## src/rtl/mont_redc34_if.sv

```systemverilog
// Handshake bundle for the Montgomery reduction stage: product/modulus in, residue out.
interface mont_redc34_if #(parameter int W = 34);
  logic           in_valid;
  logic           in_ready;
  logic [2*W-1:0] t_in;
  logic [W-1:0]   n_in;
  logic           out_valid;
  logic           out_ready;
  logic [W-1:0]   r_out;
  logic           busy;

  modport master (
    output in_valid, t_in, n_in, out_ready,
    input  in_ready, out_valid, r_out, busy
  );

  modport slave (
    input  in_valid, t_in, n_in, out_ready,
    output in_ready, out_valid, r_out, busy
  );
endinterface

```

## src/rtl/mont_redc34.sv

```systemverilog
// Bit-serial Montgomery REDC, T*2^-W mod N; out_valid W+1 cycles after accept.
// Single-entry: in_ready only in IDLE, result held in DONE until out_ready.
module mont_redc34 #(
  parameter int W = 34
) (
  input  logic        clk,
  input  logic        rst,
  mont_redc34_if.slave bus
);

  localparam int CW = $clog2(W);

  typedef enum logic [1:0] {IDLE, REDUCE, FINAL, DONE} state_t;

  state_t         state;
  logic [2*W:0]   acc;
  logic [W-1:0]   nreg;
  logic [CW-1:0]  cnt;
  logic [2*W:0]   n_ext;

  assign n_ext = {{(W+1){1'b0}}, nreg};

  always_ff @(posedge clk) begin
    if (rst) begin
      state         <= IDLE;
      bus.in_ready  <= 1'b1;
      bus.out_valid <= 1'b0;
      bus.busy      <= 1'b0;
      bus.r_out     <= '0;
      acc           <= '0;
      cnt           <= '0;
      nreg          <= '0;
    end else begin
      case (state)
        IDLE: begin
          if (bus.in_valid) begin
            acc          <= {1'b0, bus.t_in};
            nreg         <= bus.n_in;
            cnt          <= '0;
            bus.in_ready <= 1'b0;
            bus.busy     <= 1'b1;
            state        <= REDUCE;
          end
        end
        REDUCE: begin
          // Adding N when odd makes the sum even, so the shift is exact division by 2 mod N.
          acc <= (acc + (acc[0] ? n_ext : '0)) >> 1;
          cnt <= cnt + 1'b1;
          if (cnt == CW'(W - 1))
            state <= FINAL;
        end
        FINAL: begin
          // acc < 2N here, so one conditional subtraction lands in [0, N).
          if (acc >= n_ext)
            bus.r_out <= acc[W-1:0] - nreg;
          else
            bus.r_out <= acc[W-1:0];
          bus.out_valid <= 1'b1;
          bus.busy      <= 1'b0;
          state         <= DONE;
        end
        DONE: begin
          if (bus.out_ready) begin
            bus.out_valid <= 1'b0;
            bus.in_ready  <= 1'b1;
            state         <= IDLE;
          end
        end
        default: state <= IDLE;
      endcase
    end
  end

endmodule

```

## src/flat_wrapper.sv

```systemverilog
// flat-port wrapper written by rule: the top's interface ports become plain ports
module mont_redc34_flat 
#(
  parameter int W = 34
)
  (clk, rst, bus_in_valid, bus_t_in, bus_n_in, bus_out_ready, bus_in_ready, bus_out_valid, bus_r_out, bus_busy);
  mont_redc34_if #(.W(W)) bus_i ();
  input  logic clk;
  input  logic rst;
  input wire logic [$bits(bus_i.in_valid)-1:0] bus_in_valid;
  input wire logic [$bits(bus_i.t_in)-1:0] bus_t_in;
  input wire logic [$bits(bus_i.n_in)-1:0] bus_n_in;
  input wire logic [$bits(bus_i.out_ready)-1:0] bus_out_ready;
  output wire logic [$bits(bus_i.in_ready)-1:0] bus_in_ready;
  output wire logic [$bits(bus_i.out_valid)-1:0] bus_out_valid;
  output wire logic [$bits(bus_i.r_out)-1:0] bus_r_out;
  output wire logic [$bits(bus_i.busy)-1:0] bus_busy;
  assign bus_i.in_valid = bus_in_valid;
  assign bus_i.t_in = bus_t_in;
  assign bus_i.n_in = bus_n_in;
  assign bus_i.out_ready = bus_out_ready;
  assign bus_in_ready = bus_i.in_ready;
  assign bus_out_valid = bus_i.out_valid;
  assign bus_r_out = bus_i.r_out;
  assign bus_busy = bus_i.busy;
  mont_redc34 #(.W(W)) u_core (.clk(clk), .rst(rst), .bus(bus_i));
endmodule
```

## config.mk

```make
export PLATFORM = sky130hd
export DESIGN_NAME = mont_redc34_flat
export DESIGN_NICKNAME = d
export VERILOG_FILES = /design/src/rtl/mont_redc34_if.sv /design/src/rtl/mont_redc34.sv /design/src/flat_wrapper.sv
export SDC_FILE = /design/constraint.sdc
export NUM_CORES = 1
export LEC_CHECK = 0
export ABC_AREA = 0
export ABC_CLOCK_PERIOD_IN_PS = 4700
export BUFFER_PORTS_ARGS = -buffer_cell sky130_fd_sc_hd__buf_2
export CAP_MARGIN = 20
export CORE_ASPECT_RATIO = 2
export CORE_MARGIN = 1
export CORE_UTILIZATION = 35
export DETAILED_ROUTE_END_ITERATION = 6
export PLACE_DENSITY = 0.61
export SYNTH_ARGS = -nofsm -noshare
export SYNTH_HDL_FRONTEND = slang
export SYNTH_SLANG_ARGS = --single-unit
```

## constraint.sdc

```tcl
create_clock -name clk -period 4.7 [get_ports clk]
set_input_delay 0.47 -clock clk [delete_from_list [all_inputs] [get_ports clk]]
set_output_delay 0.47 -clock clk [all_outputs]
set_load 0.03 [all_outputs]
```

# Word level (Yosys, flattened, before mapping)
# Cells that the tools add are included.
# word_totals
ff_bits,148
elab_cells,47
# classes
addsub,3
order_cmp,1
n_eq_ne,7
muxes,17
reduce_logical,11
# op_table
cell,count
$pmux 69 s2,1
$add 69x69->69,1
$ge 69x34->1,1
$mux 69,1
$mux 34,2
$sub 34x34->34,1
$pmux 6 s2,1
$pmux 2 s4,1
$reduce_and 2->1,4
$reduce_bool 2->1,4
$add 6x1->6 const B,1
$eq 6x6->1 const B,1
$mux 2,3
$mux 6,1
$pmux 1 s2,3
$reduce_and 3->1,2
$eq 2x2->1 const B,2
$mux 1,4
$ne 2x2->1 const B,2
$eq 2x1->1 const B,1
$logic_not 2->1,1
$ne 2x1->1 const B,1

# Logic depth before layout (Yosys ltp)
# logic_depth
word_depth,3
ltp_mapped,15
mapped_depth_nobuf,12

# Worst setup path before layout
# No wires, ideal clock.
# synth_path
path_type,register to register
startpoint,register u_core.acc[0]
endpoint,register u_core.acc[21]
t_arrival_ns,3.143
required_time_ns,4.614
path_slack_ns,1.472
stages_incl_launch_ff,14
synth_period_minus_slack_ns,3.228
cell_sequence,dfxtp_1 > clkinv_1 > clkbuf_1 > nor2_1 > fa_1 > a211oi_1 > o31ai_1 > a311o_1 > a31oi_1 > o21ai_0 > a21oi_1 > xnor2_1 > mux2i_1 > a211oi_1
# synth_between
elab_chain_cells,3
# synth_lines
element,line_no,rtl
start: declaration,mont_redc34.sv:16,logic [2*W:0] acc;
start signal: assignment,mont_redc34.sv:37,"acc <= {1'b0, bus.t_in};"
start signal: assignment,mont_redc34.sv:47,acc <= (acc + (acc[0] ? n_ext : '0)) >> 1;
$mux 34,mont_redc34.sv:47,
$add 69x69->69 *,mont_redc34.sv:47,
$pmux 69 s2 *,mont_redc34.sv:34,case (state)
# Mark *: on every way between the ends. The rest lies on a longest branch, timed or not.
# A chain may end at the register's enable or synchronous reset.

# Worst setup path in the final report
# layout_path
startpoint,register u_core.acc[0]
endpoint,register u_core.acc[56]
# The elaborated chain is that of the path after synthesis.

==> flow_summary.toml <==
[run_status]
outcome = "completed"

[detailed_routing]
avgViaCountPerCell = 5.74
wl_mm = 40.0
avgRoutedWirePerCell_um = 19.9
antenna_left = 0
drc = 0
first_pass_iters = 6
drtIter0Drc = 584
num_vias = 11600

[setup_path]
crit_path_frequent_cell = "buf_4"
worstPathArrival_ns = 4.37
worst-path-buf-inv = 4
cp-end-kind = "register"
crit_start = "u_core.acc[0]$_SDFFE_PP0P_"
worst_setup_path_start_kind = "register"
r2r_slack_ns = 0.68
path_max_fanout = 24
rr_startpoint = "u_core.acc[0]$_SDFFE_PP0P_"
worst_ep_required_time_ns = 5.05
critPathMaxStageDelay_ns = 0.38
critPathSlowestCell = "clkinv_1"
path_delay_family = "buffers and inverters"
path_class = "register to register"
crit_chain = "clkinv_1 -> buf_4 -> buf_4 -> nor2_1 -> ha_1 -> and4_1 -> and2_1 -> a22o_1 -> o21ai_2 -> a2111oi_4 -> nor3_2 -> buf_4 -> nor2_1 -> or3_1 -> a32o_1"

[grt]
grt_util_all_layers_pct = 25.0
antenna_found_initial = 0
grt_overflow = 0
grt_max_degree = 72
grt_pass1_wl_mm = 61.6
grt_pass1_vias = 11600

[logic_synthesis]
seq_area_frac_synth_pct = 26.6
synth_top_family_by_area = "compound AO/OA/AOI/OAI gates"
async_flop_share_pct = 0
synthMuxAreaShare_pct = 2.27
syn_area_mm2 = 0.0111
yosys.area_share.simple_pct = 25.3
synth-xor-area-share_pct = 5.38
synth_edf_count = 0
synthCells = 1496
synth_compound_area_share_pct = 26.5
synth_cell_types = 76
synth_ff_type = "dfxtp_1"
synth_fa_ha_area_share_pct = 8.72
ys_ff_latch = 147
yosysWarnings = 0
syn_nets = 1678
postSynthAreaPerCell_um2 = 7.41

[clock_tree]
cts_resized = 0
htreeDepth = 4
root_buffer = "clkbuf_16"
cts.sinks = 147
cts_tree = "built"
cts_buffer_depth = 2
holdBufCountCts = 0
clkTransAtPathRegs_ns = 0.06
insertion_delay_ns = 0.46
cts_buffers = 17
postCtsSetupBuffers = 0

[floorplan]
dieArea_mm2 = 0.0324
initial_core_util_pct = 35.8
row_count = 91
ios = 143
die_x_um = 128
core-area_mm2 = 0.0310
chipHeight_um = 254

[cells_and_area]
fin_nets = 1767
antenna_cells = 0
synthToLayoutAreaGrowth_pct = 14.9
final_cell_mix = "nand2_1, a21oi_1, nor2_1"
drive_above_1_share_pct = 13.7
layout_commonest_cell = "nand2_1"
fill_cells = 3343

[timing]
rsz0062_at_grt = "false"
fmax_mhz = 248
final_hold_viol_count = 0
hold-worst-slack_ns = 0.252
slew_violations = 0
min_period_over_period_pct = 85.6
finalSetupViolCount = 0
relSlewSlack_pct = 42.0
timing.final.ws_setup_ns = 0.676
finClkSkew_ns = 0.0158
worst_pin_slew_ns = 0.866
setup_tns_ns = 0
fin_crit_ns = 4.02

[power]
p_per_area_mw_per_mm2 = 746
power.total_mw = 9.50
irDropWorstVdd_mv = 0.425
cellLeakagePower_nw = 5.25

[place]
gp_congestion = 0.950
pre_cts_ws_ns = 0.710
io_buffers = 142
dp_hpwl_mm = 30.5

[min_path]
min_path_type = "input pin to register"
min_from = "bus_n_in[4]"

[run]
drv_cap = 0
## cell type report
| type | instances | area, um^2 | share of cell area (%) |
|---|---|---|---|
| repair buffers | 163 | 871 | 6.84 |
| clock buffers | 17 | 425 | 3.34 |
| multi-input cells | 1202 | 7580 | 59.5 |
| inverters | 54 | 203 | 1.59 |
| clock inverters | 13 | 186 | 1.46 |
| well taps | 418 | 523 | 4.11 |
| flip-flops and latches | 147 | 2940 | 23.1 |
## metal layers
| metal | GRT usage [%] | routed length, um | vias to the layer above |
|---|---|---|---|
| met5 | 0 | 0 | - |
| met4 | 21.7 | 3420 | 0 |
| met3 | 3.31 | 1420 | 152 |
| met2 | 47.4 | 21300 | 415 |
| met1 | 23.1 | 13800 | 5353 |
| li1 | - | - | 5631 |
## cell families after synthesis
logic type	Yosys count
and+or+nand+nor	584
AOI/OAI and AO/OA	449
buffers and inverters	147
DFF	147
adders and majority gates	76
xor gates and xnor gates	68
muxes	25
## power by group
part	internal [mW]	switching (mW)	leakage (nW)	total (mW)
combinational	2.14	3.73	3.75	5.87
clock	0.883	0.594	0.299	1.48
sequential	1.67	0.481	1.21	2.15
## worst register-to-register path, stage by stage (launching register included)
cell       delay, ns
dfxtp_1         0.36
clkinv_1        0.38
buf_4           0.37
buf_4           0.18
nor2_1          0.09
ha_1            0.32
and4_1          0.28
and2_1          0.18
a22o_1          0.22
o21ai_2         0.24
a2111oi_4       0.13
nor3_2          0.17
buf_4           0.33
nor2_1          0.10
or3_1           0.34
a32o_1          0.24
## final timing paths
| path | cells after the start | to |
|---|---|---|
| setup / recovery | 15 | u_core.acc[56]$_SDFFE_PP0P_ |
| hold / removal | 3 | u_core.nreg[4]$_SDFFE_PP0P_ |
| setup reg to reg | 15 | u_core.acc[56]$_SDFFE_PP0P_ |
| hold reg to reg | 2 | u_core.nreg[3]$_SDFFE_PP0P_ |
## stage by stage
stage	area, um^2	cells	utilization [%]
2_1_floorplan	11100	1496	-
5_1_grt	12700	2014	41.1
3_5_place_dp	12100	1984	39.1
4_1_cts	12700	2014	41.1
3_3_place_gp	12100	1984	39.1
6_report	12700	2014	41.1
## Yosys cell counts, drive strengths merged (3+ instances only)
| library cell | number | area (um^2) |
|---|---|---|
| a2111oi | 3 | 63.8 |
| a211oi | 42 | 315 |
| a21o | 29 | 218 |
| a21oi | 156 | 781 |
| a221oi | 4 | 35.0 |
| a311o | 7 | 70.1 |
| a311oi | 26 | 228 |
| a31o | 3 | 26.3 |
| a31oi | 14 | 103 |
| a32o | 4 | 40.0 |
| and2 | 9 | 56.3 |
| and3 | 51 | 319 |
| and4 | 10 | 87.6 |
| buf | 20 | 109 |
| clkbuf | 73 | 275 |
| clkinv | 3 | 11.3 |
| dfxtp | 147 | 2940 |
| ha | 74 | 926 |
| inv | 51 | 191 |
| mux2i | 24 | 240 |
| nand2 | 197 | 739 |
| nand2b | 14 | 87.6 |
| nand3 | 33 | 165 |
| nand3b | 3 | 22.5 |
| nand4 | 24 | 150 |
| nor2 | 154 | 578 |
| nor2b | 8 | 50.1 |
| nor3 | 36 | 195 |
| nor4 | 22 | 159 |
| o2111ai | 7 | 61.3 |
| o211ai | 13 | 97.6 |
| o21a | 13 | 97.6 |
| o21ai | 75 | 379 |
| o21bai | 6 | 45.0 |
| o22ai | 16 | 100 |
| o31a | 4 | 35.0 |
| o31ai | 10 | 75.1 |
| or3 | 15 | 98.8 |
| xnor2 | 35 | 307 |
| xor2 | 33 | 289 |
## state kept, by name (all words and copies together) (netlist names)
register,count
u_core.acc,68
u_core.bus.r_out,34
u_core.state,2
u_core.nreg,34
u_core.bus.busy,1
u_core.bus.in_ready,1
u_core.cnt,6
u_core.bus.out_valid,1
Note: power is estimated with default switching activity, not from simulation.
